$ cat config.mk
export PLATFORM = sky130hd
export DESIGN_NAME = reg_file_scoreboard
export DESIGN_NICKNAME = d
export VERILOG_FILES = /design/src/rtl/reg_file_scoreboard.sv
export SDC_FILE = /design/constraint.sdc
export NUM_CORES = 2
export LEC_CHECK = 0
export CAP_MARGIN = 10
export CELL_PAD_IN_SITES_DETAIL_PLACEMENT = 0
export CELL_PAD_IN_SITES_GLOBAL_PLACEMENT = 1
export CORE_UTILIZATION = 30
export CTS_BUF_LIST = sky130_fd_sc_hd__clkbuf_8
export CTS_CLUSTER_DIAMETER = 120
export DETAILED_ROUTE_END_ITERATION = 8
export GPL_ROUTABILITY_DRIVEN = 0
export PLACE_DENSITY_LB_ADDON = 0.1
export RECOVER_POWER = 100
export SLEW_MARGIN = 10
export SYNTH_ARGS = -nofsm -noshare
export SYNTH_HDL_FRONTEND = slang
export SYNTH_SLANG_ARGS = --single-unit
$ cat constraint.sdc
create_clock -name clk -period 41.8 [get_ports clk]
set_clock_uncertainty 0.1 [all_clocks]
set_input_delay 8.36 -clock clk [delete_from_list [all_inputs] [get_ports clk]]
set_output_delay 8.36 -clock clk [all_outputs]
set_load 0.01 [all_outputs]
$ cat src/rtl/reg_file_scoreboard.sv
// Parametrised register file with optional write-to-read bypass, per-register busy scoreboard
// and registered pending-producer count. Define ZERO_REG_EN to hard-wire register 0 to zero.
module reg_file_scoreboard #(
    parameter int unsigned REG_WIDTH  = 32,
    parameter int unsigned ADDR_WIDTH = 5,
    parameter int unsigned DEPTH      = 32,
    parameter int unsigned NUM_RD     = 2,
    parameter int unsigned BYPASS     = 1
) (
    input  logic                           clk,
    input  logic                           rst,
    input  logic [NUM_RD*ADDR_WIDTH-1:0]   rdAddr,
    output logic [NUM_RD*REG_WIDTH-1:0]    rdData,
    output logic [NUM_RD-1:0]              rdBusy,
    input  logic                           wrEna,
    input  logic [ADDR_WIDTH-1:0]          wrAddr,
    input  logic [REG_WIDTH-1:0]           wrData,
    input  logic                           issueEna,
    input  logic [ADDR_WIDTH-1:0]          issueAddr,
    output logic                           issueReady,
    output logic [ADDR_WIDTH:0]            pendCount
);

    localparam int unsigned CNT_W = ADDR_WIDTH + 1;
    localparam int unsigned IDX_W = (DEPTH > 1) ? $clog2(DEPTH) : 1;
    localparam logic [CNT_W-1:0] DEPTH_C = CNT_W'(DEPTH);

`ifdef ZERO_REG_EN
    localparam bit ZERO_REG = 1'b1;
`else
    localparam bit ZERO_REG = 1'b0;
`endif

    if (DEPTH > 2**ADDR_WIDTH || DEPTH < 2) begin : g_bad_depth
        $error("reg_file_scoreboard: DEPTH must lie in 2..2**ADDR_WIDTH");
    end
    if (NUM_RD < 1 || NUM_RD > 4) begin : g_bad_num_rd
        $error("reg_file_scoreboard: NUM_RD must lie in 1..4");
    end

    logic [REG_WIDTH-1:0] regs [DEPTH];
    logic [DEPTH-1:0]     busy;
    logic [DEPTH-1:0]     busy_nxt;
    logic [CNT_W-1:0]     cnt_nxt;
    logic                 wr_ok;
    logic                 issue_set;
    logic                 wr_dec;

    function automatic logic in_range(input logic [ADDR_WIDTH-1:0] a);
        return {1'b0, a} < DEPTH_C;
    endfunction

    function automatic logic is_zero(input logic [ADDR_WIDTH-1:0] a);
        return ZERO_REG && (a == '0);
    endfunction

    function automatic logic [IDX_W-1:0] idx(input logic [ADDR_WIDTH-1:0] a);
        return IDX_W'(a);
    endfunction

    // Write qualification, issue acceptance and scoreboard next state
    always_comb begin
        wr_ok      = wrEna && in_range(wrAddr) && !is_zero(wrAddr);
        issueReady = in_range(issueAddr) && (is_zero(issueAddr) || !busy[idx(issueAddr)]);
        issue_set  = issueEna && issueReady && !is_zero(issueAddr);
        // An accepted issue needs a free bit, so a same-address clear never decrements here
        wr_dec     = wr_ok && busy[idx(wrAddr)];

        busy_nxt = busy;
        if (wr_ok) begin
            busy_nxt[idx(wrAddr)] = 1'b0;
        end
        if (issue_set) begin
            busy_nxt[idx(issueAddr)] = 1'b1;
        end
        cnt_nxt = pendCount + CNT_W'(issue_set) - CNT_W'(wr_dec);
    end

    // Independent combinational read ports
    for (genvar g = 0; g < int'(NUM_RD); g++) begin : g_rd
        logic [ADDR_WIDTH-1:0] a;
        logic [REG_WIDTH-1:0]  d;
        logic                  b;

        assign a = rdAddr[g*ADDR_WIDTH +: ADDR_WIDTH];

        always_comb begin
            d = '0;
            b = 1'b0;
            if (in_range(a) && !is_zero(a)) begin
                if (BYPASS != 0 && wr_ok && wrAddr == a) begin
                    d = wrData;
                end else begin
                    d = regs[idx(a)];
                    b = busy[idx(a)];
                end
            end
        end

        assign rdData[g*REG_WIDTH +: REG_WIDTH] = d;
        assign rdBusy[g]                        = b;
    end

    // Storage, busy bits and pending count
    always_ff @(posedge clk or posedge rst) begin
        if (rst) begin
            for (int i = 0; i < int'(DEPTH); i++) begin
                regs[i] <= '0;
            end
            busy      <= '0;
            pendCount <= '0;
        end else begin
            if (wr_ok) begin
                regs[idx(wrAddr)] <= wrData;
            end
            busy      <= busy_nxt;
            pendCount <= cnt_nxt;
        end
    end

endmodule
# Word level (Yosys, flattened, before mapping)

Cells that the tools add are included.
W data, S select, Z words.

Flip-flop bits (word level): 1062
Input bits: 56
Logic and storage cells: 89

Add/subtract/negate cells: 2
Order comparisons: 10
Equal/unequal tests: 2
Mux-type cells: 27
Bitwise logic cells: 6
Reductions and logical operators: 8

Operators by type and width:

| kind                 | number |
|---|---|
| $bwmux W1024         | 1 |
| $bmux W32 S5         | 2 |
| $mux W32             | 9 |
| $demux W32 S5        | 1 |
| $and A32 B32 Y32     | 1 |
| $not A32 Y32         | 1 |
| $or A32 B32 Y32      | 1 |
| $lt A5 B6 Y1 const B | 4 |
| $bmux W1 S5          | 4 |
| $ge A6 B6 Y1 const B | 3 |
| $not A5 Y6           | 3 |
| $demux W1 S5         | 2 |
| $eq A5 B5 Y1         | 2 |
| $ge A5 B1 Y1 const B | 2 |
| $mux W1              | 8 |
| $logic_and A1 B1 Y1  | 7 |
| $add A6 B1 Y6        | 1 |
| $lt A6 B1 Y1 const B | 1 |
| $sub A6 B1 Y6        | 1 |
| $logic_not A1 Y1     | 1 |

# Depth between registers and ports, before layout

Depth in word-level cells: 9
Mapped depth: 16
Mapped depth without buffers: 14

# Least setup slack after synthesis

OpenSTA, ideal clock, no wires.

Kind: input to output
Start point: in rdAddr[7]
End point: out rdData[55]
Data arrival time: 10.037 ns
Data required time: 33.340 ns
Slack: 23.303 ns
Stages: 8
Path buffers: 4
Cells stage by stage: clkbuf_1 -> nor2b_1 -> clkbuf_1 -> clkbuf_1 -> buf_1 -> a221oi_1 -> o22ai_1 -> o41ai_1

Word-level cells in the longest chain between the ends: 5
Elaborated cells between the ends (all ways): 7

Ends and longest elaborated chain:

| element                                     | RTL line | RTL |
|---|---|---|
| from (decl)                                 | 12       | `input logic [NUM_RD*ADDR_WIDTH-1:0] rdAddr,` |
| $not A5 Y6 (implied by the code)            | 94       | `d = regs[idx(a)];` |
| $bmux W32 S5                                | 94       |  |
| $mux W32 (implied by the code) (2 in a row) | 94       |  |
| $mux W32 *                                  | 91       | `if (BYPASS != 0 && wr_ok && wrAddr == a) begin` |
| to (decl)                                   | 13       | `output logic [NUM_RD*REG_WIDTH-1:0] rdData,` |

Every way passes the cells marked *; elsewhere a longest branch is shown, timed or not. The select of a mux whose other input is x is not followed.

# Worst setup path in the final report

Start point: in rdAddr[5]
End point: out rdData[63]

The elaborated chain is that of the path after synthesis.

==> impl_metrics.tcl <==
set metrics [dict create \
    status "finished with violations" \
    violations "design-rule violations, max-capacitance violations, max-slew violations" \
    synth_nets 4782 \
    fillCellCount 19350 \
    cts-root-buf "clkbuf_8" \
    rsz0062_at_grt "no" \
    worstSetupEndpointType "primary output" \
    path_common_cell "clkbuf_1" \
    fin_crit_sh 0.7148 \
    htree_num_levels 4 \
    cp.required_ns 33.34 \
    grt_max_degree 164 \
    ys.flop_type "dfrtp_1" \
    via_per_inst 5.531 \
    vias 41370 \
    cts_hold_buf 0 \
    finish.net_count 4750 \
    ys_ff_latch 1062 \
    fmax_mhz 33.47 \
    period_minus_slack_ns 29.88 \
    worstPathArrival_ns 21.42 \
    clk_latency_ns 0.97 \
    die_y_um 444.6 \
    ios 129 \
    path_max_fanout 112 \
    core-area_mm2 0.1948 \
    dieWidth_um 444.6 \
    cts_setup_buffers 0 \
    worst_slack_ns 11.92 \
    crit_type "input pin to primary output" \
    initial_core_util 0.3017 \
    clockBufferDepth 3 \
    vdd_drop_max_uv 29.65 \
    cts_tree "built" \
    drcViolationCount 2 \
    netlist_area_mm2 0.05878 \
    setup_viol_count_final 0 \
    seq_area_frac_synth 0.4521 \
    tightestPinTransition_ns 9.154 \
    synth.distinct_cells 53 \
    post-dp-hpwl_mm 116.4 \
    setup_tns_ns 0 \
    antenna_found_initial 10 \
    max_stage_delay_ns 3.28 \
    p_per_area_mw_per_mm2 47.34 \
    row_count 162 \
    grt_pass1_vias 42520 \
    post_drt_wl_per_cell_um 30.56 \
    grt_pass1_wl_mm 327.0 \
    postSynthCellCount 4719 \
    leakage_nw 30.22 \
    drtAntennaViolNets 0 \
    start_kind "input pin" \
    portBuffers 128 \
    grt_overflow_total 0 \
    synth_edf_count 0 \
    drive_gt1_frac 0.2997 \
    ys.warnings.count 0 \
    globalRouteTotalUtil 0.2285 \
    avgSynthCellArea_um2 12.46 \
    wl_mm 228.6 \
    cts.sink_count 1062 \
    die-area_mm2 0.1977 \
    slew_viol_final 2559 \
    min_path_type "register to register" \
    cts_buffers 206 \
    report.final.hold_viol_count 0 \
    cts_resized 0 \
    slew_headroom -5.102 \
    area_growth_pct 12.91 \
    worstPathCellList "clkbuf_1, clkbuf_1, buf_12, clkbuf_1, mux2i_1, a22o_1, a221oi_1, o22ai_1, o41ai_1, clkdlybuf4s50_1" \
    critPathSlowestCell "clkbuf_1" \
    cap_violations 70 \
    drt_iter0_markers 2943 \
    async_reset_ff_frac 1.000 \
    post-place-ws_ns 19.47 \
    clkTransAtPathRegs_ns 0.06 \
    drt_pre_antenna_iters 9 \
]
-- cell type report --
class	count	area, um2	area share
Multi-Input combinational cell	3149	30090	0.4533
Sequential cell	1062	26580	0.4005
Clock buffer	271	3730	0.05620
Tap cell	2624	3283	0.04947
Timing Repair Buffer	253	2125	0.03201
Clock inverter	101	498.0	0.007504
Inverter	15	57.56	0.0008673
Antenna cell	4	10.01	0.0001508
-- power by group --
part | total [mW] | internal (mW) | switching [mW]
Sequential | 1.39 | 1.24 | 0.158
Clock | 1.07 | 0.577 | 0.496
Combinational | 0.674 | 0.357 | 0.318
Total | 3.14 | 2.17 | 0.971
-- synthesized netlist by cell type (57+ instances only) --
| library cell | count | area (um2) |
|---|---|---|
| a22oi_1 | 258 | 1937 |
| mux2i_1 | 1026 | 10270 |
| a22o_1 | 128 | 1121 |
| mux2_2 | 1025 | 11540 |
| dfrtp_1 | 1062 | 26580 |
| nand2_1 | 120 | 450.4 |
| clkbuf_1 | 270 | 1013 |
| a221oi_1 | 124 | 1086 |
| buf_2 | 131 | 655.6 |
| a21oi_1 | 127 | 635.6 |
| o41ai_1 | 62 | 543.0 |
| o22ai_1 | 64 | 400.4 |
| buf_1 | 57 | 214.0 |
-- routing by layer --
| metal | global-route usage | wire length, um | vias up |
|---|---|---|---|
| li1 | - | - | 17940 |
| met1 | 0.3272 | 109200 | 22140 |
| met2 | 0.3578 | 104300 | 994 |
| met3 | 0.03464 | 9858 | 300 |
| met4 | 0.05895 | 5300 | 0 |
| met5 | 0 | 0 | - |
-- kinds of logic (layout without fill, tap and decap cells) --
group,count (synthesis),in the layout,synth area share
mux,2084,2084,0.3843
flops,1062,1062,0.4521
compound gates,811,811,0.1037
buf+inv,508,640,0.03785
simple gates,232,232,0.01818
xor+xnor,15,15,0.002235
fa+ha+maj,7,7,0.001618
other cells,0,4,0
-- worst paths after layout --
path,slack (ns),startpoint,endpoint,cells after the start
worst max-delay path,11.92,rdAddr[5],rdData[63],10
worst min-delay path,0.40,pendCount[0],pendCount[0],1
worst max register to register,37.46,busy[16],pendCount[4],15
worst min register to register,0.40,pendCount[0],pendCount[0],1
max in group asynchronous,17.61,rst,regs[445],6
min in group asynchronous,9.16,rst,regs[140],2
-- layout by cell type (no fill, tap or decap), types with 6 or more instances in the layout --
master and count:
dfrtp_1 1062, mux2i_1 1026, mux2_2 1025, clkbuf_8 271
a22oi_1 258, a22o_1 128, a21oi_1 127, a221oi_1 125
nand2_1 116, inv_1 88, buf_4 71, o22ai_1 64
dlygate4sd3_1 63, clkdlybuf4s50_1 62, o41ai_1 61, clkbuf_1 48
nor2_1 28, mux4_2 25, nand3_1 17, o21ai_0 17
a32o_1 14, clkinv_2 12, nor2b_1 8, xor2_1 8
a31oi_1 8, mux4_1 8, nand2b_1 7, xnor2_1 7
buf_12 7, nor2_4 6, nor3b_1 6, ha_1 6
-- metrics by stage --
step,hold WS [ns],std cells,area (um2),total power [mW],utilization
6_report,0.4021,7479,66360,3.142,0.3407
5_1_grt,0.4276,7478,66360,3.317,0.3407
4_1_cts,0.4171,7475,66830,3.184,0.3431
3_5_place_dp,0.4029,7103,62600,2.090,0.3214
3_3_place_gp,0.3920,7103,62600,2.078,0.3214
2_1_floorplan,0.4006,4719,58780,1.875,-
-- critical path, delay by kind of cell --
kind | cells | cell delay [ns]
buffers and inverters | 5 | 10.36
AOI/OAI and AO/OA | 4 | 2.10
muxes | 1 | 0.28
-- state kept, by name, summed over array words and instances (netlist names) --
signal and cells:
regs 1024, busy 32, pendCount 6
No activity file was read; power rests on OpenSTA's default activity.
